===== src/rtl/keypad_scanner.sv =====
// Matrix keypad scanner: one-hot active-low row drive, frame-level debounce, valid/ready key events.
// Define KEYPAD_SCANNER_RELEASE_EVENT_EN to emit release events via a one-entry pending slot.
`timescale 1ns/1ps
module keypad_scanner #(
    parameter int ROWS         = 4,
    parameter int COLS         = 4,
    parameter int SETTLE_WIDTH = 10,
    parameter int STABLE_SCANS = 4
) (
    input  logic                            clock,
    input  logic                            reset_n,
    output logic [ROWS-1:0]                 row_n,
    input  logic [COLS-1:0]                 col_n,
    output logic                            key_valid,
    input  logic                            key_ready,
    output logic [$clog2(ROWS*COLS)-1:0]    key_code,
    output logic                            key_release,
    output logic                            event_dropped
);
    localparam int KEYS   = ROWS * COLS;
    localparam int CODE_W = $clog2(KEYS);
    localparam int ROW_W  = $clog2(ROWS);
    localparam int STAB_W = $clog2(STABLE_SCANS + 1);

    logic [COLS-1:0]         col_meta, col_sync;
    logic                    active, frame_end;
    logic [SETTLE_WIDTH-1:0] dwell;
    logic [ROW_W-1:0]        row_idx, row_next;
    logic [KEYS-1:0]         image;
    logic                    cand_valid, prev_valid, commit_valid;
    logic [CODE_W-1:0]       cand_code, prev_code, commit_code, hit_code;
    logic [STAB_W-1:0]       stable_cnt, stable_next;
    logic                    ghost, commit, ev_press;
    int unsigned             hits;
    logic                    nxt_valid, drop;
    logic [CODE_W-1:0]       nxt_code;
`ifdef KEYPAD_SCANNER_RELEASE_EVENT_EN
    logic                    ev_release, nxt_release;
    logic                    pend_valid, pend_release, nxt_pend_valid, nxt_pend_release;
    logic [CODE_W-1:0]       pend_code, nxt_pend_code;
`endif

    assign row_next = (row_idx == ROW_W'(ROWS - 1)) ? '0 : row_idx + 1'b1;

    always_comb begin
        hits     = 0;
        hit_code = '0;
        for (int unsigned i = 0; i < KEYS; i++) begin
            if (image[i]) begin
                hits     = hits + 1;
                hit_code = CODE_W'(i);
            end
        end
    end

    // A multi-key frame reuses the previous candidate and leaves the stability count untouched.
    assign ghost      = (hits > 1);
    assign cand_valid = ghost ? prev_valid : (hits == 1);
    assign cand_code  = ghost ? prev_code  : hit_code;

    always_comb begin
        if (ghost)
            stable_next = stable_cnt;
        else if (cand_valid == prev_valid && cand_code == prev_code)
            stable_next = (stable_cnt == STAB_W'(STABLE_SCANS)) ? stable_cnt : stable_cnt + 1'b1;
        else
            stable_next = STAB_W'(1);
    end

    assign commit   = frame_end && !ghost && (stable_next == STAB_W'(STABLE_SCANS)) &&
                      (cand_valid != commit_valid || cand_code != commit_code);
    assign ev_press = commit && cand_valid;

    // Output register is filled first, then the pending slot; anything left over is dropped.
    always_comb begin
        nxt_valid = key_valid && !key_ready;
        nxt_code  = key_code;
        drop      = 1'b0;
`ifdef KEYPAD_SCANNER_RELEASE_EVENT_EN
        nxt_release      = key_release;
        nxt_pend_valid   = pend_valid;
        nxt_pend_code    = pend_code;
        nxt_pend_release = pend_release;
        if (!nxt_valid && nxt_pend_valid) begin
            nxt_valid      = 1'b1;
            nxt_code       = nxt_pend_code;
            nxt_release    = nxt_pend_release;
            nxt_pend_valid = 1'b0;
        end
        if (ev_release) begin
            if (!nxt_valid) begin
                nxt_valid   = 1'b1;
                nxt_code    = commit_code;
                nxt_release = 1'b1;
            end else if (!nxt_pend_valid) begin
                nxt_pend_valid   = 1'b1;
                nxt_pend_code    = commit_code;
                nxt_pend_release = 1'b1;
            end else begin
                drop = 1'b1;
            end
        end
        if (ev_press) begin
            if (!nxt_valid) begin
                nxt_valid   = 1'b1;
                nxt_code    = cand_code;
                nxt_release = 1'b0;
            end else if (!nxt_pend_valid) begin
                nxt_pend_valid   = 1'b1;
                nxt_pend_code    = cand_code;
                nxt_pend_release = 1'b0;
            end else begin
                drop = 1'b1;
            end
        end
`else
        if (ev_press) begin
            if (!nxt_valid) begin
                nxt_valid = 1'b1;
                nxt_code  = cand_code;
            end else begin
                drop = 1'b1;
            end
        end
`endif
    end

`ifdef KEYPAD_SCANNER_RELEASE_EVENT_EN
    assign ev_release = commit && commit_valid;
`else
    assign key_release = 1'b0;
`endif

    always_ff @(posedge clock or negedge reset_n) begin
        if (!reset_n) begin
            col_meta      <= '1;
            col_sync      <= '1;
            active        <= 1'b0;
            frame_end     <= 1'b0;
            dwell         <= '0;
            row_idx       <= '0;
            row_n         <= '1;
            image         <= '0;
            prev_valid    <= 1'b0;
            prev_code     <= '0;
            commit_valid  <= 1'b0;
            commit_code   <= '0;
            stable_cnt    <= '0;
            key_valid     <= 1'b0;
            key_code      <= '0;
            event_dropped <= 1'b0;
`ifdef KEYPAD_SCANNER_RELEASE_EVENT_EN
            key_release   <= 1'b0;
            pend_valid    <= 1'b0;
            pend_code     <= '0;
            pend_release  <= 1'b0;
`endif
        end else begin
            col_meta  <= col_n;
            col_sync  <= col_meta;
            frame_end <= 1'b0;
            if (!active) begin
                active <= 1'b1;
                row_n  <= ~ROWS'(1);
            end else if (&dwell) begin
                for (int unsigned r = 0; r < ROWS; r++) begin
                    if (row_idx == ROW_W'(r))
                        image[r*COLS +: COLS] <= ~col_sync;
                end
                frame_end <= (row_idx == ROW_W'(ROWS - 1));
                row_idx   <= row_next;
                dwell     <= '0;
                row_n     <= ~(ROWS'(1) << row_next);
            end else begin
                dwell <= dwell + 1'b1;
            end
            if (frame_end) begin
                prev_valid <= cand_valid;
                prev_code  <= cand_code;
                stable_cnt <= stable_next;
            end
            if (commit) begin
                commit_valid <= cand_valid;
                commit_code  <= cand_code;
            end
            key_valid     <= nxt_valid;
            key_code      <= nxt_code;
            event_dropped <= drop;
`ifdef KEYPAD_SCANNER_RELEASE_EVENT_EN
            key_release  <= nxt_release;
            pend_valid   <= nxt_pend_valid;
            pend_code    <= nxt_pend_code;
            pend_release <= nxt_pend_release;
`endif
        end
    end
endmodule


===== config.mk =====
export PLATFORM = sky130hd
export DESIGN_NAME = keypad_scanner
export DESIGN_NICKNAME = d
export VERILOG_FILES = /design/src/rtl/keypad_scanner.sv
export SDC_FILE = /design/constraint.sdc
export NUM_CORES = 1
export LEC_CHECK = 0
export CORE_MARGIN = 2
export CORE_UTILIZATION = 45
export CTS_CLUSTER_DIAMETER = 40
export DETAILED_ROUTE_END_ITERATION = 12
export HOLD_SLACK_MARGIN = 0.02
export PLACE_DENSITY = 0.73
export SLEW_MARGIN = 20
export SYNTH_ARGS = -nofsm -noshare
export SYNTH_HDL_FRONTEND = slang
export SYNTH_SLANG_ARGS = --single-unit
export TNS_END_PERCENT = 20

===== constraint.sdc =====
create_clock -name clock -period 12.5 [get_ports clock]
set_input_delay 1.875 -clock clock [delete_from_list [all_inputs] [get_ports clock]]
set_output_delay 1.875 -clock clock [all_outputs]
set_load 0.05 [all_outputs]

==> results.sh <==
export IMPL_hold_violations=0
export IMPL_clockBufferDepth=2
export IMPL_switchingPower_uw=102.0
export IMPL_period_needed_ns=11.49
export IMPL_crit_arrival_ns=11.71
export IMPL_globalplace_congestion=0.8821
export IMPL_final_antenna_net_count=0
export IMPL_ys_top_cells_by_area="dfrtp_1 26%, dfstp_2 6.6%, ha_1 6.0%"
export IMPL_vias_per_cell=5.551
export IMPL_clk_latency_ns=0.34
export IMPL_synth_ff_type="dfrtp_1"
export IMPL_leakage_nw=2.405
export IMPL_max_slew_margin_pct=48.28
export IMPL_die_y_um=107.3
export IMPL_slowest_stage="xnor3_2"
export IMPL_area_delta_synth_final_pct=7.736
export IMPL_grt_max_degree=62
export IMPL_drc_errors=0
export IMPL_core_mm2=0.01032
export IMPL_ys_async_sr_fraction_pct=100.0
export IMPL_synth_cell_types=77
export IMPL_hp_class="flip-flop to flip-flop"
export IMPL_netlist_area_mm2=0.004803
export IMPL_wire_per_inst_um=14.25
export IMPL_final_period_utilization_pct=91.92
export IMPL_grt_pass1_vias=3671
export IMPL_cts_tree="done"
export IMPL_whs_ns=0.3549
export IMPL_die_area_mm2=0.01152
export IMPL_regToRegEndpoint="key_code[3]"
export IMPL_syn_nets=555
export IMPL_clockPowerShare_pct=37.7
export IMPL_grt_ovfl_total=0
export IMPL_seq_area_frac_synth_pct=32.09
export IMPL_drive_above_1_share_pct=13.40
export IMPL_end_kind="flip-flop"
export IMPL_report_final_slew_viol_count=0
export IMPL_run_status="complete, no violations"
export IMPL_hold_end="col_sync[3]"
export IMPL_powerDensity_mw_per_mm2=76.37
export IMPL_hold_buffers=0
export IMPL_drt_iter0_markers=175
export IMPL_path_class="flip-flop to flip-flop"
export IMPL_yosysTopAreaCellShare_pct=25.53
export IMPL_worst_slew_pin_transition_ns=0.7693
export IMPL_critPathLaunchType="flip-flop"
export IMPL_grt_pass1_wl_um=16730
export IMPL_antenna_found_initial=0
export IMPL_path_clk_slew_ns=0.07
export IMPL_reg2regPathDepth=52
export IMPL_ir_worst_vdd_mv=0.08815
export IMPL_pwr_share_seq_pct=55.8
export IMPL_portBuffers=16
export IMPL_dp_hpwl_um=7107
export IMPL_totalWireLength_um=9491
export IMPL_yosysTopAreaCell="dfrtp_1"
export IMPL_setup_viol=0
export IMPL_rsz0062_at_grt="no"
export IMPL_firstDrtPassIters=5
export IMPL_synth_warnings=0
export IMPL_hp_start="col_meta[3]"
export IMPL_p_sw_share_pct=25.82
export IMPL_synth_area_per_cell_um2=9.149
export IMPL_fill_cells=922
export IMPL_timing_critical_path_mode_cell="ha_1"
export IMPL_comb_power_share_pct=6.5
export IMPL_num_nets_final=555
export IMPL_cp_slowest_stage_delay_ns=0.50
export IMPL_start_util_pct=46.53
export IMPL_cts_buffers=9
export IMPL_skew_ns=0.007872
export IMPL_r2r_setup_slack_ns=1.01
export IMPL_antennaDiodeCount=0
export IMPL_worstPathMaxFanout=13
export IMPL_grt_usage_pct=17.92
export IMPL_cts_setup_buffers=0
export IMPL_synth_edf_count=0
export IMPL_finalSetupTns_ns=0
export IMPL_cts_root_buf="clkbuf_8"
export IMPL_r2r_start="image[0]"
export IMPL_boundaryPins=18
export IMPL_internal_power_uw=293.2
export IMPL_synth_common_cells="50 x nand2_1, 49 x dfrtp_1, 47 x nor2_1"
export IMPL_fmax_mhz=87.03
export IMPL_syn_instance_count=525
export IMPL_clock_sinks=61
export IMPL_h_tree_depth=3
export IMPL_num_rows=37
export IMPL_dr_total_vias=3697
export IMPL_die_width_um=107.3
export IMPL_maxCapViolCount=0
export IMPL_crit_required_ns=12.72
export IMPL_post_synth_top_count_cell="nand2_1"
export IMPL_yosys_register_bits=61
export IMPL_whs_path_depth=0
-- routing by layer --
metal	GRT usage, %	routed length [um]	vias up
li1	-	-	1844
met5	0	0	-
met2	30.38	4620	73
met3	3.027	276	24
met4	7.699	235	0
met1	22.50	4359	1756
-- layout make-up --
| type | instances | area, um^2 | share of cell area (%) |
|---|---|---|---|
| inverter | 27 | 101.3 | 1.958 |
| tap | 136 | 170.2 | 3.288 |
| clock inverter | 6 | 40.04 | 0.7737 |
| clock buffer | 10 | 127.6 | 2.466 |
| sequential | 61 | 1541 | 29.79 |
| timing repair buffer | 17 | 162.7 | 3.143 |
| multi-input combinational | 409 | 3032 | 58.58 |
-- cell families (layout without fill, tap and decap cells) --
group | after synthesis | count (layout) | share of synthesized area, %
AOI/OAI and AO/OA | 105 | 105 | 14.64
xor gates and xnor gates | 65 | 65 | 16.05
adders and majority gates | 23 | 23 | 5.991
buffers and inverters | 55 | 60 | 4.897
DFF | 61 | 61 | 32.09
muxes | 26 | 26 | 6.069
other | 2 | 2 | 0.1563
and+or+nand+nor | 188 | 188 | 20.11
-- power groups by stage --
stage / Clock (mW) / Sequential, mW / Combinational (mW)
2_1_floorplan: 0 / 0.221 / 0.0188
4_1_cts: 0.154 / 0.221 / 0.0264
6_report: 0.149 / 0.221 / 0.0256
3_3_place_gp: 0 / 0.224 / 0.0250
5_1_grt: 0.161 / 0.222 / 0.0306
3_5_place_dp: 0 / 0.224 / 0.0264
-- registers in the layout, indices dropped and copies added (netlist names), 2 cells and up --
signal,cells
row_idx,2
dwell,10
commit_code,4
prev_code,4
key_code,4
image,16
col_meta,4
row_n,4
stable_cnt,3
col_sync,4
-- placed cells by master (no fill, tap or decap), drive strengths merged, types with 10 or more instances in the layout --
cell	n
mux2i	10
inv	27
nor2	48
clkdlybuf4s50	15
nor3	15
mux2	16
and2	10
o211ai	13
nand3	10
and3	10
clkbuf	10
a21oi	37
nand2	51
o21ai	18
xnor2	35
xor2	18
xnor3	11
dfrtp	49
dfstp	12
ha	23
-- worst max-delay path: cells and delay by family (launching register included) --
kind                     cells  cell delay, ns
AO/OA/AOI/OAI               14            2.92
XOR/XNOR                     4            1.08
adder cells (fa/ha/maj)     12            3.51
buffers and inverters        6            0.34
flip-flops                   1            0.39
multiplexers                 2            0.62
AND/OR/NAND/NOR             14            2.47
-- metrics by stage --
stage	cells	instance area, um^2	util, %	setup slack (ns)	total power [mW]
after global routing	666	5175	50.13	0.1830	0.4144
after detailed placement	650	5002	48.45	0.9859	0.2503
after global placement	650	5002	48.45	1.449	0.2485
after floorplan	525	4803	-	2.173	0.2397
final	666	5175	50.13	1.010	0.3952
after CTS	666	5170	50.08	0.9462	0.4008
-- timing repair --
action / CTS / global route
endpoints found under the hold margin: 0 / 0
resized for setup: 0 / 1
setup endpoints to repair: 0 / 2
-- how the worst max path moves through the flow --
stage,endpoint,startpoint
global route,key_code[3],image[0]
CTS,key_code[3],image[0]
finish,key_code[3],image[0]
global placement,key_code[2],image[0]
detailed placement,key_code[3],image[0]
floorplan,key_code[2],image[0]
(Power assumes the default switching activity.)
